File: src/rtl/counter_nb_mod.sv
// Parametrised N-bit modulo counter with run-time modulus, up/down direction,
// synchronous clear/load, enable prescaler, terminal-count pulse and sticky wrap flag.
module counter_nb_mod #(
  parameter int WIDTH      = 8,
  parameter int PRESCALE_W = 4
) (
  input  logic                  clk,
  input  logic                  rst_n,
  input  logic                  ena,
  input  logic                  clr,
  input  logic                  load,
  input  logic [WIDTH-1:0]      load_val,
  input  logic                  dir,
  input  logic [WIDTH-1:0]      modulus,
  input  logic [PRESCALE_W-1:0] prescale,
  input  logic                  ovf_clr,
  output logic [WIDTH-1:0]      count,
  output logic                  tc,
  output logic                  ovf
);

  logic [WIDTH-1:0]      r_count;
  logic [WIDTH-1:0]      w_count_nxt;
  logic [PRESCALE_W-1:0] r_pre;
  logic [PRESCALE_W-1:0] w_pre_nxt;
  logic                  r_tc;
  logic                  r_ovf;
  logic                  w_step;
  logic                  w_wrap;

  assign count = r_count;
  assign tc    = r_tc;
  assign ovf   = r_ovf;

  // Next-state: clr beats load beats step; up wraps on count>=modulus so a
  // loaded out-of-range value still returns to 0 on the next up step.
  always_comb begin
    w_count_nxt = r_count;
    w_pre_nxt   = r_pre;
    w_wrap      = 1'b0;
    w_step      = ena && (r_pre == prescale);
    if (clr) begin
      w_count_nxt = {WIDTH{1'b0}};
      w_pre_nxt   = {PRESCALE_W{1'b0}};
    end else if (load) begin
      w_count_nxt = load_val;
      w_pre_nxt   = {PRESCALE_W{1'b0}};
    end else if (w_step) begin
      w_pre_nxt = {PRESCALE_W{1'b0}};
      if (dir) begin
        if (r_count >= modulus) begin
          w_count_nxt = {WIDTH{1'b0}};
          w_wrap      = 1'b1;
        end else begin
          w_count_nxt = r_count + {{(WIDTH-1){1'b0}}, 1'b1};
        end
      end else begin
        if (r_count == {WIDTH{1'b0}}) begin
          w_count_nxt = modulus;
          w_wrap      = 1'b1;
        end else begin
          w_count_nxt = r_count - {{(WIDTH-1){1'b0}}, 1'b1};
        end
      end
    end else if (ena) begin
      w_pre_nxt = r_pre + {{(PRESCALE_W-1){1'b0}}, 1'b1};
    end else begin
      w_pre_nxt = r_pre;
    end
  end

  // State registers; a wrap on the same edge as ovf_clr keeps ovf set.
  always_ff @(posedge clk or negedge rst_n) begin
    if (!rst_n) begin
      r_count <= {WIDTH{1'b0}};
      r_pre   <= {PRESCALE_W{1'b0}};
      r_tc    <= 1'b0;
      r_ovf   <= 1'b0;
    end else begin
      r_count <= w_count_nxt;
      r_pre   <= w_pre_nxt;
      r_tc    <= w_wrap;
      r_ovf   <= w_wrap | (r_ovf & ~ovf_clr);
    end
  end

endmodule

File: config.mk
export PLATFORM = sky130hd
export DESIGN_NAME = counter_nb_mod
export DESIGN_NICKNAME = d
export VERILOG_FILES = /design/src/rtl/counter_nb_mod.sv
export SDC_FILE = /design/constraint.sdc
export NUM_CORES = 1
export LEC_CHECK = 0
export BUFFER_PORTS_ARGS = -buffer_cell sky130_fd_sc_hd__buf_2
export CORE_MARGIN = 2
export CORE_UTILIZATION = 44
export DETAILED_ROUTE_END_ITERATION = 12
export PLACE_DENSITY = 0.76
export SYNTH_ARGS = -nofsm -noshare
export SYNTH_HDL_FRONTEND = slang
export SYNTH_SLANG_ARGS = --single-unit
File: constraint.sdc
create_clock -name clk -period 3.6 [get_ports clk]
set_input_delay 0.72 -clock clk [delete_from_list [all_inputs] [get_ports clk]]
set_output_delay 0.72 -clock clk [all_outputs]
set_load 0.05 [all_outputs]
==> impl_metrics.yaml, run 1 <==
status:
  outcome: "complete, no violations"
clock_network:
  root_buffer: "clkbuf_4"
  cts_setup_buffers: 0
  htree_levels: 1
  cts_sinks: 14
  cts_tree: "yes"
  clk_path_buf_depth: 2
  clkSlewWorstSetupHoldPaths_ns: 0.09
  hold_buffers: 0
  ctsResizeCount: 0
  cts_made_buffers: 3
  insertion_delay_ns: 0.29
timing:
  hold_viol_final: 0
  finClkSkew_ns: 0.00356
  period_needed_ns: 2.47
  max_slew.worst_pin.slew_ns: 0.817
  setup_tns_ns: 0
  timing.final.crit_share: 0.687
  fmax_ghz: 0.405
  max_slew_margin: 0.455
  finalSetupViolCount: 0
  rsz0062_at_grt: "false"
  slew_violations: 0
cells_and_area:
  multiInputGateArea_sq_um: 968
  fill_cells: 304
  syn2layout_area_growth_pct: 13.7
  nets: 244
  drive_gt1_frac: 0.225
  antenna_cells: 0
  seq_area_sq_um: 350
setup_path:
  critical_path_class: "reg -> reg"
  crit_path_top_delay_cell: "a21oi_1"
  max_stage_delay_ns: 0.64
  worstPathRequired_ns: 3.82
  crit_chain: "ha_1 > a21o_1 > a211o_1 > a21oi_1 > a221oi_1 > o22ai_1"
  critPathMaxFanout: 11
  crit_path_end_kind: "register"
  start_kind: "register"
  arrival_ns: 2.69
drt:
  via_per_inst: 5.66
  firstDrtPassIters: 4
  drc: 0
  wl_mm: 3.44
  drt_iter0_markers: 71
  detail-route-antenna-nets: 0
  wl_per_cell_um: 13.9
  vias: 1404
place:
  gp_congestion: 0.835
  port_buffers: 36
  dp_hpwl_mm: 2.71
floorplan:
  die_area_sq_um: 3750
  num_rows: 20
  chipWidth_um: 61.2
  core_sq_um: 3080
  ioPinCount: 37
  start_util: 0.468
  die_h_um: 61.2
global_route:
  grt_pass1_wl_mm: 5.70
  grt.overflow.total: 0
  grt_usage: 0.202
  grt_antenna_before_repair: 0
  grt_pass1_vias: 1257
  grt_max_degree: 20
power_and_ir_drop:
  powerDensity_nw_per_um2: 292
  internal_power_mw: 0.294
  swShare: 0.386
  switching_power_mw: 0.185
  p_clk_frac: 0.247
  comb_power_share: 0.374
  peakVddDrop_v: 0.000191
  finalPower_mw: 0.479
  p_leak_nw: 0.799
  sequentialPowerShare: 0.379
yosys:
  ys.warnings.count: 0
  ys_seq_area_frac: 0.243
  synthCells: 174
  synth_cell_types: 49
  syn_avg_cell_area_sq_um: 8.28
  synth_nets: 213
  ys_ff_latch: 14
  synth_top_flop_cell: "dfrtp_1"
  synth_area_sq_um: 1440
  async_reset_ff_frac: 1.00
  synth_edf_count: 0
worst_hold_path:
  min_path_type: "in -> async"
run:
  cap_violations: 0
## worst max-delay path, delay by kind of cell, from the launching register on
kind | cells | cell delay (ns)
AO/OA/AOI/OAI | 5 | 1.49
adder cells (fa/ha/maj) | 1 | 0.32
flip-flops | 1 | 0.58
## flip-flops by register name (all words and copies together) (netlist names)
signal / cells
count: 8
r_pre: 4
ovf: 1
tc: 1
## Yosys cell counts, types with 2 or more instances
library cell	n	share of area
a21o_1	4	0.021
o22ai_1	2	0.0087
dfrtp_1	14	0.24
clkbuf_1	3	0.0078
a211o_1	2	0.012
o2111ai_1	2	0.012
xnor2_1	6	0.036
buf_6	4	0.031
nor2_1	6	0.016
a221oi_1	3	0.018
nand2_1	18	0.047
nor3b_1	2	0.010
nand4_1	2	0.0087
a211oi_1	3	0.016
o21ai_0	5	0.017
buf_2	2	0.0069
inv_1	13	0.034
nand2b_1	4	0.017
o211ai_1	5	0.026
nor3_1	6	0.021
a21oi_1	10	0.035
xor2_1	5	0.030
a311oi_1	2	0.012
nor2b_1	2	0.0087
nand3_1	9	0.031
o31ai_1	6	0.031
ha_1	12	0.10
## per-layer routing
layer  track usage  vias up  share of wire
met5             0        -              0
met4        0.0683        0          0.012
met1         0.272      657           0.48
met2         0.334       41           0.47
met3        0.0252        5          0.040
li1              -      701              -
## through the flow
step	instances	hold WS (ns)	util	instance area (sq um)	worst slack, ns
detailed placement	244	0.468	0.521	1600	0.883
floorplan	174	0.424	-	1440	1.14
finish	248	0.315	0.533	1640	1.13
CTS	248	0.328	0.533	1640	1.17
global placement	244	0.461	0.521	1600	0.909
global route	248	0.338	0.533	1640	0.968
## cells by family after synthesis
family / share of synthesized area
and+or+nand+nor: 0.216
AOI/OAI and AO/OA: 0.278
buffers and inverters: 0.0851
DFF: 0.243
adders and majority gates: 0.104
xor gates and xnor gates: 0.0668
muxes: 0.00694
## cells in the final DEF (no fill, tap or decap), types with 3 or more instances in the layout
cell type and instances:
buf_2 36, nand2_1 18, dfrtp_1 14, inv_1 13, ha_1 12, a21oi_1 10, nand3_1 9, xnor2_1 6
nor2_1 6, nor3_1 6, o31ai_1 6, o211ai_1 5, o21ai_0 5, xor2_1 5, nand2b_1 4, a21o_1 4
a211oi_1 3, a221oi_1 3, clkbuf_4 3
## worst paths after layout
kind | startpoint | to | slack (ns) | cells past startpoint
setup / recovery | count[6]$_DFFE_PN0P_ | count[1]$_DFFE_PN0P_ | 1.13 | 6
hold / removal | rst_n | r_pre[0]$_DFFE_PN0P_ | 0.31 | 1
setup reg to reg | count[6]$_DFFE_PN0P_ | count[1]$_DFFE_PN0P_ | 1.13 | 6
hold reg to reg | ovf$_DFF_PN0_ | ovf$_DFF_PN0_ | 0.49 | 1
max in group asynchronous | rst_n | count[1]$_DFFE_PN0P_ | 3.03 | 1
min in group clk | ovf$_DFF_PN0_ | ovf$_DFF_PN0_ | 0.49 | 1
## power groups by stage
stage          clock, mW  combinational, mW  sequential [mW]
2_1_floorplan          0              0.126            0.196
3_3_place_gp           0              0.178            0.184
3_5_place_dp           0              0.177            0.185
4_1_cts            0.118              0.178            0.181
5_1_grt            0.124              0.198            0.184
6_report           0.119              0.179            0.182
## area by class of cell
type,count,share of cell area
tap,44,0.0336
inverter,13,0.0298
timing repair buffer,36,0.110
clock buffer,4,0.0221
sequential,14,0.214
multi-input combinational,137,0.591
Power figures use the tool's default switching activity.
==> inputs of run 2 (changes only) <==
- PLACE_DENSITY: 0.76 -> 0.79
- clock period: 3.6 -> 2.1 ns (I/O delays scaled with it)
==> run 2 against run 1 <==
Clock power grew 72%. Sequential power up 65%. Wire length rose by 11%. Setup slack worse by 1.1 ns. Critical endpoint is now count[5]$_DFFE_PN0P_. Non-clock buffer count rose by 13. Global-route usage is 2.3 points higher. Critical path depth is 1 higher. Combinational power rose by 100%.
==> impl_metrics.yaml, run 2 (synthesized netlist as in run 1, its figures left out) <==
floorplan:
  start_util: 0.468
  core_sq_um: 3080
  num_rows: 20
  chipWidth_um: 61.2
  die_area_sq_um: 3750
  die_h_um: 61.2
  ioPinCount: 37
clock_network:
  root_buffer: "clkbuf_4"
  clk_path_buf_depth: 2
  clkSlewWorstSetupHoldPaths_ns: 0.10
  insertion_delay_ns: 0.29
  cts_tree: "yes"
  htree_levels: 1
  hold_buffers: 0
  cts_sinks: 14
  cts_made_buffers: 3
place:
  gp_congestion: 0.918
  dp_hpwl_mm: 2.97
  port_buffers: 36
setup_path:
  critical_path_class: "reg -> reg"
  worstPathRequired_ns: 2.28
  reg2reg_slack_ns: 0.08
  arrival_ns: 2.21
  ff2ff_path_depth: 7
  crit_path_end_kind: "register"
  critPathMaxFanout: 8
  start_kind: "register"
timing:
  hold_slack_ns: 0.0122
  hold_viol_final: 0
  period_needed_ns: 2.02
  timing.final.crit_share: 0.964
  finClkSkew_ns: 0.00684
  fmax_ghz: 0.494
  max_slew_margin: 0.650
  slew_violations: 0
  max_slew.worst_pin.slew_ns: 0.525
  finalSetupViolCount: 0
power_and_ir_drop:
  finalPower_mw: 0.868
  p_leak_nw: 0.860
  peakVddDrop_v: 0.000405
  powerDensity_nw_per_um2: 490
drt:
  firstDrtPassIters: 6
  drc: 0
  vias: 1461
  wl_mm: 3.81
  wl_per_cell_um: 14.6
  detail-route-antenna-nets: 0
  via_per_inst: 5.60
  drt_iter0_markers: 28
cells_and_area:
  nets: 257
  mostFrequentLayoutCells: "36 x buf_2, 18 x nand2_1, 12 x buf_4"
  mostFrequentLayoutCell: "buf_2"
  seq_area_sq_um: 359
  drive_gt1_frac: 0.332
  largest_reg_flops: 8
  fill_cells: 307
  antenna_cells: 0
  syn2layout_area_growth_pct: 22.9
  multiInputGateArea_sq_um: 995
status:
  outcome: "complete, no violations"
global_route:
  grt.busiest_layer: "met2"
  globalRouteMet1Util: 0.302
  grt_pass1_wl_mm: 6.24
  grt_antenna_before_repair: 0
  grt_max_degree: 19
  gr-usage-met2: 0.369
  use_met3: 0.0315
  grt.overflow.total: 0
  grt_usage: 0.224
  grt_pass1_vias: 1382
run:
  cap_violations: 0
worst_hold_path:
  min_path_type: "in -> async"
==> run 2: changes by cell type in the layout (fill, tap and decap cells not counted), sizes merged <==
cell / before / now
buf: 36 / 48
clkbuf: 4 / 5
==> run 2: report_power, final <==
group	internal (mW)	switching (mW)	total, mW
sequential	0.283	0.0172	0.300
combinational	0.149	0.214	0.363
clock	0.106	0.0991	0.205
total	0.537	0.331	0.868
==> run 2: worst paths after layout <==
| path | to | startpoint |
|---|---|---|
| setup / recovery | count[5]$_DFFE_PN0P_ | count[3]$_DFFE_PN0P_ |
| hold / removal | ovf$_DFF_PN0_ | rst_n |
| max in group asynchronous | count[6]$_DFFE_PN0P_ | rst_n |
| min in group clk | ovf$_DFF_PN0_ | ovf_clr |
| setup reg to reg | count[5]$_DFFE_PN0P_ | count[3]$_DFFE_PN0P_ |
| hold reg to reg | ovf$_DFF_PN0_ | ovf$_DFF_PN0_ |
==> run 2: stage by stage <==
stage                     std cells  instance area (sq um)  TNS (ns)  worst slack [ns]   util
after floorplan                 174                   1480    -0.359           -0.0911      -
after global placement          252                   1690         0            0.0708  0.550
after detailed placement        252                   1690         0            0.0381  0.550
after CTS                       256                   1730         0            0.0772  0.563
after global routing            261                   1770  -0.00155          -0.00155  0.576
final                           261                   1770         0            0.0757  0.576
==> run 2: metal layers <==
metal	part of all wire	vias up
li1	-	727
met1	0.47	677
met2	0.46	52
met3	0.060	5
met4	0.011	0
met5	0	-
==> run 2: final cells by class <==
cell class / instances / share of cell area
clock buffers: 4 / 0.0205
inverters: 13 / 0.0290
multi-input cells: 137 / 0.561
flip-flops and latches: 14 / 0.203
well taps: 44 / 0.0311
repair buffers: 49 / 0.155
==> run 2: repair_timing <==
action                                 in CTS  in global routing
cloned                                      0                  0
gates resized for setup                     1                  2
endpoints found under the hold margin       0                  0
buffers inserted                            0                  5
setup endpoints to repair                   1                  1
pin swaps                                   0                  1
==> run 2: worst max-delay path, cell delays in order, from the launching register on <==
cell	delay, ns
dfrtp_2	0.46
ha_1	0.31
o211ai_1	0.08
o21ai_0	0.32
a21oi_2	0.10
buf_4	0.18
a211o_1	0.26
a22o_1	0.19
==> inputs of run 3 (changes only) <==
- BUFFER_PORTS_ARGS: -buffer_cell sky130_fd_sc_hd__buf_2 -> unset
- DONT_BUFFER_PORTS: unset -> 1
- PLACE_DENSITY: 0.79 -> 0.69
==> run 3 against run 2 <==
Core utilization down 4.8 points. First-iteration DRC count is 75% higher. Critical path depth down 2. Largest power group unchanged. Count of clock-buffer cells in the layout unchanged. Fmax rose by 0.64%.
==> impl_metrics.yaml, run 3 (synthesized netlist as in run 1, its figures left out) <==
timing:
  rsz0062_at_grt: "false"
  max_slew.worst_pin.slew_ns: 0.718
  layout_setup_ws_ns: 0.0886
  fmax_ghz: 0.497
  finClkSkew_ns: 0.00892
  timing.final.crit_share: 0.958
  hold_viol_final: 0
  setup_tns_ns: 0
  finalSetupViolCount: 0
  slew_violations: 0
  period_needed_ns: 2.01
  max_slew_margin: 0.520
clock_network:
  cts_sinks: 14
  clk_path_buf_depth: 2
  clkSlewWorstSetupHoldPaths_ns: 0.10
  cts_made_buffers: 3
  cts_tree: "yes"
  root_buffer: "clkbuf_4"
  insertion_delay_ns: 0.28
  htree_levels: 1
drt:
  detail-route-antenna-nets: 0
  vias: 1372
  drt_iter0_markers: 49
  wl_per_cell_um: 17.4
  wl_mm: 3.97
  via_per_inst: 6.02
  firstDrtPassIters: 4
  drc: 0
worst_hold_path:
  min_path_type: "in -> reg"
power_and_ir_drop:
  finalPower_mw: 0.832
  p_leak_nw: 0.722
  peakVddDrop_v: 0.000232
  powerDensity_nw_per_um2: 512
place:
  gp_congestion: 0.868
  post-place-ws_ns: -0.00970
  dp_hpwl_mm: 3.15
  port_buffers: 0
run:
  cap_violations: 0
floorplan:
  num_rows: 20
  ioPinCount: 37
  die_h_um: 61.2
  core_sq_um: 3080
  chipWidth_um: 61.2
  die_area_sq_um: 3750
  start_util: 0.468
setup_path:
  critical_path_class: "reg -> reg"
  critPathMaxFanout: 10
  crit_buf_inv: 0
  crit_chain: "or4_4 > or2_4 > o21ai_0 > a211oi_1 > o31ai_1"
  max_stage_delay_ns: 0.62
  worstPathRequired_ns: 2.28
  arrival_ns: 2.19
  crit_path_end_kind: "register"
  cp_top_family: "simple AND/OR/NAND/NOR gates"
  start_kind: "register"
  crit_path_top_delay_cell: "or4_4"
global_route:
  grt_pass1_vias: 1331
  grt_pass1_wl_mm: 6.46
  grt_max_degree: 20
  grt.overflow.total: 0
  grt_antenna_before_repair: 0
  grt_usage: 0.230
cells_and_area:
  drive_gt1_frac: 0.212
  antenna_cells: 0
  mostFrequentLayoutCell: "nand2_1"
  syn2layout_area_growth_pct: 12.7
  mostFrequentLayoutCells: "18 x nand2_1, 15 x buf_4, 11 x inv_1, 11 x ha_1"
  largest_reg_flops: 8
  nets: 224
status:
  outcome: "complete, no violations"
## run 3: cell count changes in the layout (fill, tap and decap cells not counted), sizes merged
cell	before	now
buf	48	15
clkbuf	5	4
dlygate4sd3	0	1
## run 3: through the flow
step | hold WS, ns | instances | util | area [sq um]
after global placement | 0.125 | 220 | 0.501 | 1540
after CTS | 0.227 | 225 | 0.519 | 1600
after floorplan | 0.124 | 174 | - | 1480
after global routing | 0.213 | 228 | 0.528 | 1620
final | 0.235 | 228 | 0.528 | 1620
after detailed placement | 0.125 | 220 | 0.501 | 1540
## run 3: area by class of cell
type	count	area (sq um)
Tap cell	44	55.1
Clock buffer	4	36.3
Inverter	13	51.3
Fill cell	301	1450
Sequential cell	14	359
Multi-Input combinational cell	137	1000
Timing Repair Buffer	16	123
## run 3: final timing paths
kind | cells after the start | end | from | slack [ns]
hold reg to reg | 2 | r_pre[3]$_DFFE_PN0P_ | r_pre[3]$_DFFE_PN0P_ | 0.59
setup reg to reg | 5 | count[2]$_DFFE_PN0P_ | count[3]$_DFFE_PN0P_ | 0.09
min in group asynchronous | 1 | r_pre[1]$_DFFE_PN0P_ | rst_n | 0.63
hold / removal | 1 | count[2]$_DFFE_PN0P_ | clr | 0.23
max in group asynchronous | 1 | count[0]$_DFFE_PN0P_ | rst_n | 0.97
setup / recovery | 5 | count[2]$_DFFE_PN0P_ | count[3]$_DFFE_PN0P_ | 0.09
## run 3: per-layer routing
layer	wire length, um	track usage
met5	0	0
met4	20	0.0528
met3	207	0.0399
met2	1980	0.401
met1	1770	0.297
## run 3: what timing repair did
item,4_1_cts,5_1_grt
endpoints found under the hold margin,14,0
gates cloned,0,0
setup buffers,0,3
hold buffers,1,0
resized for setup,2,2
setup endpoints to repair,2,5
## run 3: report_power, final
part | internal, mW | switching, mW
clock network | 0.105 | 0.0933
registers | 0.283 | 0.0194
logic | 0.136 | 0.195
total | 0.524 | 0.308
